[src/rtl/trace_pkg.sv]
// trace_pkg: shared types and constants for the commit trace buffer.
// Build option: define TRACE_TIMESTAMP_EN to add a per-record cycle timestamp.
package trace_pkg;

  // Width of the saturating dropped-record counter.
  localparam int DROP_W = 16;
  // Width of the optional free-running timestamp.
  localparam int TS_W   = 32;

  typedef enum logic {
    IDLE  = 1'b0,
    ARMED = 1'b1
  } trace_state_t;

  // Record layout at the default sizing (XLEN=32, NUM_REGS=32, SEQ_W=8).
  // The top rebuilds the same field order from its own parameters.
  typedef struct packed {
    logic [31:0] pc;
    logic [4:0]  rd;
    logic [31:0] data;
    logic [5:0]  nchg;
    logic [7:0]  seq;
`ifdef TRACE_TIMESTAMP_EN
    logic [TS_W-1:0] ts;
`endif
  } trace_rec_t;

endpackage

[src/rtl/trace_fifo.sv]
// trace_fifo: generic synchronous first-word-fall-through FIFO.
// The head element is presented on dout whenever the FIFO is not empty.
// A push into a full FIFO is accepted only when a pop happens in the same cycle.
module trace_fifo #(
  parameter int  DEPTH = 16,
  parameter type T     = logic [7:0]
) (
  input  logic                       clk,
  input  logic                       rst,
  input  logic                       push,
  input  T                           din,
  input  logic                       pop,
  output T                           dout,
  output logic                       full,
  output logic                       empty,
  output logic [$clog2(DEPTH+1)-1:0] level
);

  localparam int AW = $clog2(DEPTH);
  localparam int LW = $clog2(DEPTH+1);

  T               mem [DEPTH];
  logic [AW-1:0]  wr_ptr_reg;
  logic [AW-1:0]  rd_ptr_reg;
  logic [LW-1:0]  level_reg;
  logic           do_push;
  logic           do_pop;

  assign full    = (level_reg == LW'(DEPTH));
  assign empty   = (level_reg == '0);
  assign do_pop  = pop & ~empty;
  assign do_push = push & (~full | do_pop);
  assign dout    = mem[rd_ptr_reg];
  assign level   = level_reg;

  // Storage write; left unreset so it can map onto RAM.
  always_ff @(posedge clk) begin
    if (do_push) mem[wr_ptr_reg] <= din;
  end

  // Pointer and occupancy bookkeeping; pointers wrap since DEPTH is a power of two.
  always_ff @(posedge clk or negedge rst) begin
    if (!rst) begin
      wr_ptr_reg <= '0;
      rd_ptr_reg <= '0;
      level_reg  <= '0;
    end else begin
      if (do_push) wr_ptr_reg <= wr_ptr_reg + 1'b1;
      if (do_pop)  rd_ptr_reg <= rd_ptr_reg + 1'b1;
      if (do_push && !do_pop)      level_reg <= level_reg + 1'b1;
      else if (!do_push && do_pop) level_reg <= level_reg - 1'b1;
    end
  end

endmodule

[src/rtl/commit_trace_buffer.sv]
// commit_trace_buffer: snapshots the register file and PC on pre_execution,
// diffs on post_execution and queues one compact commit record per retired
// instruction, drained over a valid/ready stream.
// Build option: TRACE_TIMESTAMP_EN adds trace_ts (cycle count at the post edge).
module commit_trace_buffer
  import trace_pkg::*;
#(
  parameter int XLEN     = 32,
  parameter int NUM_REGS = 32,
  parameter int DEPTH    = 16,
  parameter int SEQ_W    = 8,
  parameter int SKIP_R0  = 1
) (
  input  logic                          clk,
  input  logic                          rst,
  input  logic                          enable,
  input  logic                          clear,
  input  logic                          pre_execution,
  input  logic                          post_execution,
  input  logic [XLEN-1:0]               pc_debug,
  input  logic [NUM_REGS*XLEN-1:0]      debug_regs_flat,
  output logic                          trace_valid,
  input  logic                          trace_ready,
  output logic [XLEN-1:0]               trace_pc,
  output logic [$clog2(NUM_REGS)-1:0]   trace_rd,
  output logic [XLEN-1:0]               trace_data,
  output logic [$clog2(NUM_REGS+1)-1:0] trace_nchg,
  output logic [SEQ_W-1:0]              trace_seq,
  output logic [$clog2(DEPTH+1)-1:0]    fifo_level,
  output logic                          overflow,
  output logic [DROP_W-1:0]             drop_count,
`ifdef TRACE_TIMESTAMP_EN
  output logic [TS_W-1:0]               trace_ts,
`endif
  output logic                          proto_err
);

  localparam int RD_W   = $clog2(NUM_REGS);
  localparam int NCHG_W = $clog2(NUM_REGS+1);
  // Index 0 drops out of the compare when it is hardwired in the core.
  localparam logic [NUM_REGS-1:0] CMP_MASK = ~(NUM_REGS'(SKIP_R0 != 0));

  typedef struct packed {
    logic [XLEN-1:0]   pc;
    logic [RD_W-1:0]   rd;
    logic [XLEN-1:0]   data;
    logic [NCHG_W-1:0] nchg;
    logic [SEQ_W-1:0]  seq;
`ifdef TRACE_TIMESTAMP_EN
    logic [TS_W-1:0]   ts;
`endif
  } rec_t;

  trace_state_t              state_reg;
  logic [NUM_REGS*XLEN-1:0]  snap_reg;
  logic [XLEN-1:0]           pc_reg;
  logic [SEQ_W-1:0]          seq_reg;
  logic                      proto_err_reg;
  logic                      overflow_reg;
  logic [DROP_W-1:0]         drop_count_reg;

  logic [NUM_REGS-1:0]       raw_changed;
  logic [NUM_REGS-1:0]       changed;
  logic [RD_W-1:0]           diff_rd;
  logic [XLEN-1:0]           diff_data;
  logic [NCHG_W-1:0]         diff_nchg;

  logic                      pre_ev;
  logic                      post_ev;
  logic                      push;
  logic                      pop_fire;
  logic                      drop;
  logic                      fifo_full;
  logic                      fifo_empty;
  rec_t                      rec_in;
  rec_t                      rec_head;
  rec_t                      rec_out;

  assign pre_ev  = pre_execution & enable;
  assign post_ev = post_execution & enable;

  // Per-register compare of the live file against the snapshot.
  genvar gi;
  generate
    for (gi = 0; gi < NUM_REGS; gi++) begin : g_cmp
      assign raw_changed[gi] =
        (debug_regs_flat[gi*XLEN +: XLEN] != snap_reg[gi*XLEN +: XLEN]);
    end
  endgenerate

  assign changed = raw_changed & CMP_MASK;

  // Lowest changed index with its new value, plus the number of changed registers.
  always_comb begin
    diff_rd   = '0;
    diff_data = '0;
    diff_nchg = '0;
    for (int i = NUM_REGS - 1; i >= 0; i--) begin
      if (changed[i]) begin
        diff_rd   = RD_W'(i);
        diff_data = debug_regs_flat[i*XLEN +: XLEN];
        diff_nchg = diff_nchg + 1'b1;
      end
    end
  end

`ifdef TRACE_TIMESTAMP_EN
  logic [TS_W-1:0] ts_reg;

  // Free-running cycle counter sampled into each record.
  always_ff @(posedge clk or negedge rst) begin
    if (!rst) ts_reg <= '0;
    else      ts_reg <= ts_reg + 1'b1;
  end
`endif

  // Assemble the record for the retiring instruction.
  always_comb begin
    rec_in      = '0;
    rec_in.pc   = pc_reg;
    rec_in.rd   = diff_rd;
    rec_in.data = diff_data;
    rec_in.nchg = diff_nchg;
    rec_in.seq  = seq_reg;
`ifdef TRACE_TIMESTAMP_EN
    rec_in.ts   = ts_reg;
`endif
  end

  assign push     = (state_reg == ARMED) && post_ev;
  assign pop_fire = trace_ready & ~fifo_empty;
  assign drop     = push & fifo_full & ~pop_fire;

  trace_fifo #(
    .DEPTH (DEPTH),
    .T     (rec_t)
  ) u_fifo (
    .clk   (clk),
    .rst   (rst),
    .push  (push),
    .din   (rec_in),
    .pop   (trace_ready),
    .dout  (rec_head),
    .full  (fifo_full),
    .empty (fifo_empty),
    .level (fifo_level)
  );

  // Capture FSM: snapshot on pre, record on post, flag ordering violations.
  always_ff @(posedge clk or negedge rst) begin
    if (!rst) begin
      state_reg     <= IDLE;
      snap_reg      <= '0;
      pc_reg        <= '0;
      seq_reg       <= '0;
      proto_err_reg <= 1'b0;
    end else begin
      if (push)   seq_reg <= seq_reg + 1'b1;
      if (pre_ev) begin
        snap_reg <= debug_regs_flat;
        pc_reg   <= pc_debug;
      end
      if ((state_reg == IDLE && post_ev) ||
          (state_reg == ARMED && pre_ev && !post_ev))
        proto_err_reg <= 1'b1;
      else if (clear)
        proto_err_reg <= 1'b0;
      case (state_reg)
        IDLE:    if (pre_ev) state_reg <= ARMED;
        ARMED:   if (post_ev && !pre_ev) state_reg <= IDLE;
        default: state_reg <= IDLE;
      endcase
    end
  end

  // Drop tracking; a drop in the same cycle as clear restarts the count at one.
  always_ff @(posedge clk or negedge rst) begin
    if (!rst) begin
      overflow_reg   <= 1'b0;
      drop_count_reg <= '0;
    end else if (drop) begin
      overflow_reg <= 1'b1;
      if (clear)                     drop_count_reg <= DROP_W'(1);
      else if (drop_count_reg != '1) drop_count_reg <= drop_count_reg + 1'b1;
    end else if (clear) begin
      overflow_reg   <= 1'b0;
      drop_count_reg <= '0;
    end
  end

  // Fields read as zero while no record is available.
  assign rec_out     = fifo_empty ? '0 : rec_head;
  assign trace_valid = ~fifo_empty;
  assign trace_pc    = rec_out.pc;
  assign trace_rd    = rec_out.rd;
  assign trace_data  = rec_out.data;
  assign trace_nchg  = rec_out.nchg;
  assign trace_seq   = rec_out.seq;
`ifdef TRACE_TIMESTAMP_EN
  assign trace_ts    = rec_out.ts;
`endif
  assign overflow    = overflow_reg;
  assign drop_count  = drop_count_reg;
  assign proto_err   = proto_err_reg;

endmodule
[config.mk]
export PLATFORM = sky130hd
export DESIGN_NAME = commit_trace_buffer
export DESIGN_NICKNAME = d
export VERILOG_FILES = /design/src/rtl/trace_pkg.sv /design/src/rtl/trace_fifo.sv /design/src/rtl/commit_trace_buffer.sv
export SDC_FILE = /design/constraint.sdc
export NUM_CORES = 2
export LEC_CHECK = 0
export CAP_MARGIN = 25
export CORE_AREA = 5 5 453 455
export DETAILED_ROUTE_END_ITERATION = 10
export DIE_AREA = 0 0 458 460
export DONT_BUFFER_PORTS = 1
export GPL_TIMING_DRIVEN = 0
export PLACE_DENSITY = 0.7
export SLEW_MARGIN = 20
export SYNTH_ARGS = -nofsm -noshare
export SYNTH_HDL_FRONTEND = slang
export SYNTH_SLANG_ARGS = --single-unit
export TNS_END_PERCENT = 30
[constraint.sdc]
create_clock -name clk -period 21.6 [get_ports clk]
set_input_delay 6.48 -clock clk [delete_from_list [all_inputs] [get_ports clk]]
set_output_delay 6.48 -clock clk [all_outputs]
set_load 0.005 [all_outputs]
* Word level (Yosys, flattened, before mapping)
Memory sizes are Yosys's and may differ from the RTL's.
Cells that the tools add are included.
** Operators by class
- Add/subtract/negate cells :: 36
- Equal/unequal tests :: 33
- Muxes and demuxes :: 108
- Bitwise logic cells :: 11
- Reduce and logical (&&, ||, !) cells :: 18
** Operators with widths (count)
- $mux W32 :: 31
- $ne A32 B32 Y1 :: 31
- $add A6 B1 Y6 const B :: 30
- $mux W6 :: 30
- $mux W5 :: 33
- $mux W83 :: 1
- $mux W16 :: 4
- $add A16 B1 Y16 const B :: 1
- $ne A16 B16 Y1 const B :: 1
- $add A4 B1 Y4 const B :: 2
- $add A8 B1 Y8 const B :: 1
- $mux W1 :: 8
- $reduce_bool A2 Y1 :: 4
- $logic_and A1 B1 Y1 :: 7
- $and A1 B1 Y1 :: 6
- $add A5 B1 Y5 const B :: 1
- $eq A5 B5 Y1 const B :: 1
- $logic_not A5 Y1 :: 1
- $sub A5 B1 Y5 const B :: 1
- $logic_not A1 Y1 :: 4
- $not A1 Y1 :: 4
- $pmux W1 S2 :: 1
- $reduce_and A2 Y1 :: 1
- $logic_or A1 B1 Y1 :: 1
- $or A1 B1 Y1 :: 1
** Storage, ports and cells
- Bits in registers :: 1096
- Bits in writable memories :: 1328
- Bits of input ports :: 1063
- Output and inout port bits :: 107
- Word-level logic and storage cells :: 217
- Memories kept :: 1
** Memory list
- u_fifo.mem :: depth 16, width 83, read ports 1, clocked after Yosys merged registers in 0, write ports 1, line trace_fifo.sv:22 : T mem [DEPTH];

* Longest topological paths before layout
- Depth after elaboration :: 62
- Gate-level depth with buffers :: 93
- Depth with buffers taken out :: 90

* Modules after synthesis
Synthesis repeated with hierarchy kept, for this count alone.
** Second synthesis, totals
- Cells, all modules :: 8292
- Area, all modules :: 114656.2 µm²
** By module, submodules not included
- commit_trace_buffer :: times used 1, cells each 5819, area an instance 63183.1 µm², seq. area each 26300.2 µm²
- trace_fifo :: times used 1, cells each 2473, area an instance 51473.1 µm², seq. area each 40203.6 µm²

* Worst setup path before layout
Ideal clock, no wire load.
- Kind :: input -> register
- From :: input debug_regs_flat[973]
- To :: memory u_fifo.mem[0][12] in the netlist's numbering, data pin
- Library setup time :: 0.297 ns
- Arrival time :: 21.533 ns
- Required time :: 21.303 ns
- Path slack :: -0.230 ns
- Stages on the path :: 91
- Cell sequence :: xnor2_1 nand4_1 nor4_1 and2_1 clkbuf_1 inv_1 clkbuf_1 clkbuf_1 ha_1 and3_1 or2_2 xnor2_1 mux2i_1 ha_1 and2_1 a21oi_1 mux2i_1 xnor2_1 [... 55 more ...] ha_1 mux2i_1 xnor2_1 mux2_2 mux2_2 ha_1 nor2_1 nor2_1 ha_1 mux2_2 ha_1 mux2_2 ha_1 nand2_1 o21ai_0 a21oi_1 mux2i_1 xnor2_1
** On the way
- Cells in the longest elaborated chain, start to end :: 60
** Ends and longest elaborated chain
- start, declared :: line commit_trace_buffer.sv:21 : input logic [NUM_REGS*XLEN-1:0] debug_regs_flat,
- $ne A32 B32 Y1 * :: line commit_trace_buffer.sv:87 : (debug_regs_flat[gi*XLEN +: XLEN] != snap_reg[gi*XLEN +: XLEN]);
- $mux W6 * :: line commit_trace_buffer.sv:99 : if (changed[i]) begin
- $add A6 B1 Y6 :: line commit_trace_buffer.sv:102 : diff_nchg = diff_nchg + 1'b1;
- $mux W6 * :: line commit_trace_buffer.sv:99
- $add A6 B1 Y6 :: line commit_trace_buffer.sv:102
- $mux W6 * :: line commit_trace_buffer.sv:99
- $add A6 B1 Y6 :: line commit_trace_buffer.sv:102
- $mux W6 * :: line commit_trace_buffer.sv:99
- [... 45 more ...]
- $mux W6 * :: line commit_trace_buffer.sv:99
- $add A6 B1 Y6 :: line commit_trace_buffer.sv:102
- $mux W6 * :: line commit_trace_buffer.sv:99
- $add A6 B1 Y6 :: line commit_trace_buffer.sv:102
- $mux W6 * :: line commit_trace_buffer.sv:99
- $add A6 B1 Y6 :: line commit_trace_buffer.sv:102
- $mux W6 * :: line commit_trace_buffer.sv:99
- net diff_nchg[4] :: line commit_trace_buffer.sv:66 : logic [NCHG_W-1:0] diff_nchg;
- end, declared :: line trace_fifo.sv:22
Mark *: on every way through the listed nets, which the timed path passes. The rest lies on a longest branch.

* Worst setup path in the final report
- From :: input debug_regs_flat[961]
- To :: memory u_fifo.mem[1][13] in the netlist's numbering, data pin
Same word-level chain as after synthesis.

==> flow_summary.toml <==
[drt]
wl_um = 428900
post-route-drc-count = 0
via_per_inst = 6.694
vias = 74110
antenna_left = 0
drt-initial-drc-count = 9125
avgRoutedWirePerCell_um = 38.74
drtPass1Iterations = 6

[sta]
setup_viol = 0
drv_slew = 0
fin_skew_ns = 0.06884
whs_ns = 0.5246
min_period_over_period = 0.9836
setup_slack_ns = 0.3536
rsz0062_at_grt = "true"
worst_slew_pin_slew_ns = 1.203
slew_headroom = 0.1980
tns_ns = 0
period_needed_ns = 21.25
final_hold_viol_count = 0
max_freq_mhz = 47.07

[final_layout]
area_growth_syn_to_layout_pct = 13.11
nets = 9229
fin_cells = 11070
layout.area.seq_mm2 = 0.06650
utilization = 0.6387
largest_reg_flops = 1328
drive_gt1_frac = 0.2646
multi_input_area_mm2 = 0.04620
final.fill_count = 14700
fin_area_mm2 = 0.1283

[die]
die_w_um = 458
start_util = 0.5647
rows = 165
fp.dieH_um = 460
ios = 1170
coreArea_mm2 = 0.2009
die_area_mm2 = 0.2107

[setup_path]
start_kind = "input pin"
worst-path-max-fanout = 8
crit_slowest_cell = "xnor3_2"
worstSetupPathType = "in2reg"
cp.required_ns = 22.20
cp_slowest_stage_delay_ns = 0.53
crit_arrival_ns = 21.84
crit_top_cell = "ha_1"
end_kind = "register"
r2r_setup_slack_ns = 5.47

[yosys]
ys_types = 95
synth_area_mm2 = 0.1134
synth_seq_area_share = 0.5863
yosysTopAreaCell = "edfxtp_1"
synthFlopType = "edfxtp_1"
yosysMostFrequentCell = "edfxtp_1"
synth_seq_cells = 2392
yosys_warnings = 0
syn_nets = 8847
synth-edff-count = 1328
syn_inst = 7739
synthTopCellsByArea = "edfxtp_1 (35%), dfrtp_1 (23%), mux2_2 (10%)"
ys_async_sr_fraction = 0.4448
synth_top_area_frac = 0.3515
syn_avg_cell_area_um2 = 14.66
synth_commonest_cells = "edfxtp_1 (1328), dfrtp_1 (1064), mux2_2 (1036)"

[pwr]
pwr-share-comb = 0.225
power.total_mw = 12.81
switching_share = 0.2794
p_clk_frac = 0.343
leakagePower_nw = 45.65
p_seq_frac = 0.432
p_int_mw = 9.231
p_per_area_mw_per_mm2 = 99.85
ir_worst_vdd_mv = 0.08910
p_switching_mw = 3.580

[grt]
grt_pass1_vias = 73190
grt_pass1_wl_um = 585200
grt_usage = 0.4000
grt_overflow = 0
grt_max_degree = 198
grt_antenna_before_repair = 38

[place]
hpwl_um = 327100
place_congestion = 1.071
place_worst_setup_slack_ns = -2.754
port_buffers = 0
place_inst = 10490
post_dp_cell_area_mm2 = 0.1186

[clock_network]
htree_levels = 4
clkLatencyLatePin_ns = 0.92
clockBufferDepth = 3
cts.clk_slew.worst_paths_ns = 0.06
cts_tree = "done"
clock-sinks = 2392
cts_buffers = 240
cts_root_buffer = "clkbuf_16"

[outcome]
status = "finished, final reports clean"

[flow_run]
max_cap_violations = 0

[hold_path]
min_path_type = "reg2reg"
==> final timing paths <==
kind | from | endpoint | cells after the start
max | debug_regs_flat[961] | u_fifo.mem[1][13]$_DFFE_PP_ | 87
max in group asynchronous | rst | snap_reg[303]$_DFFE_PN0P_ | 3
min reg2reg | snap_reg[872]$_DFFE_PN0P_ | snap_reg[872]$_DFFE_PN0P_ | 1
min in group asynchronous | rst | drop_count[14]$_DFFE_PN0P_ | 0
min | snap_reg[872]$_DFFE_PN0P_ | snap_reg[872]$_DFFE_PN0P_ | 1
max reg2reg | snap_reg[988]$_DFFE_PN0P_ | u_fifo.mem[1][13]$_DFFE_PP_ | 87
==> power by group through the flow <==
stage                     clock (mW)  combinational (mW)  sequential (mW)
after floorplan                    0                1.98             5.53
after global placement             0                2.66             5.59
after detailed placement           0                2.81             5.61
after CTS                       4.43                2.85             5.52
after global routing            4.64                3.06             5.57
final                           4.40                2.88             5.53
==> timing repair <==
action                                  in CTS  in global routing
pin swaps                                   17                 56
buffers inserted                            20                 24
endpoints found under the setup margin      80                 80
hold buffers                                 0                  0
gates resized for setup                     28                 95
endpoints found under the hold margin        0                  0
cloned                                       1                  1
==> cell usage in the layout (no fill, tap or decap), types with 18 or more instances in the layout <==
master     count
edfxtp_1    1328
buf_4         61
nand4_1      175
a311oi_1      28
and2_1        93
clkinv_2      42
o211ai_1      59
nor2_1       278
dfrtp_1     1064
a21oi_1       92
o21ai_0      160
xnor2_2       32
ha_1          34
buf_16        31
nor4_1       149
buf_1         41
mux2_2      1030
and2_4        18
xnor2_1      574
nand2_1      359
clkbuf_16    242
xor2_1       525
a221oi_1      44
o221ai_1      68
o311ai_0      36
a211oi_1      81
clkbuf_1     392
buf_6         23
clkbuf_8      33
nor3_1        78
mux4_2       415
clkinv_1      39
o31ai_2       24
a22oi_1       35
nand3_1      103
inv_1         37
bufinv_16     30
and3_1        18
diode_2       63
o22ai_1       72
==> routing by layer <==
| metal | up-vias | wire, µm | track usage |
|---|---|---|---|
| met1 | 38270 | 146600 | 0.4771 |
| met5 | - | 76 | 0 |
| met2 | 4416 | 194500 | 0.6121 |
| met4 | 12 | 34220 | 0.2486 |
| met3 | 1048 | 53510 | 0.1575 |
| li1 | 30360 | - | - |
==> layout make-up <==
class	instances	share of cell area
Sequential cell	2392	0.5183
Multi-Input combinational cell	4889	0.3601
Clock buffer	319	0.05203
Tap cell	2672	0.02606
Timing Repair Buffer	142	0.01547
Clock inverter	138	0.01312
Buffer	410	0.01225
Inverter	45	0.001385
Antenna cell	63	0.001229
Timing Repair inverter	1	0.00003901
==> worst max-delay path: cells and delay by family <==
kind	cells	cell delay (ns)
and+or+nand+nor	21	2.94
buffers and inverters	3	0.35
adders and majority gates	15	4.14
AOI/OAI and AO/OA	21	2.52
muxes	12	2.48
xor gates and xnor gates	15	2.88
==> cells by family after synthesis <==
kind of cell / count (synthesis) / synth area share
adders and majority gates: 47 / 0.005217
muxes: 1465 / 0.1865
AOI/OAI and AO/OA: 841 / 0.05180
and+or+nand+nor: 1369 / 0.06051
xor gates and xnor gates: 1166 / 0.09443
buffers and inverters: 459 / 0.01531
DFF: 2392 / 0.5863
(Power assumes the default switching activity.)
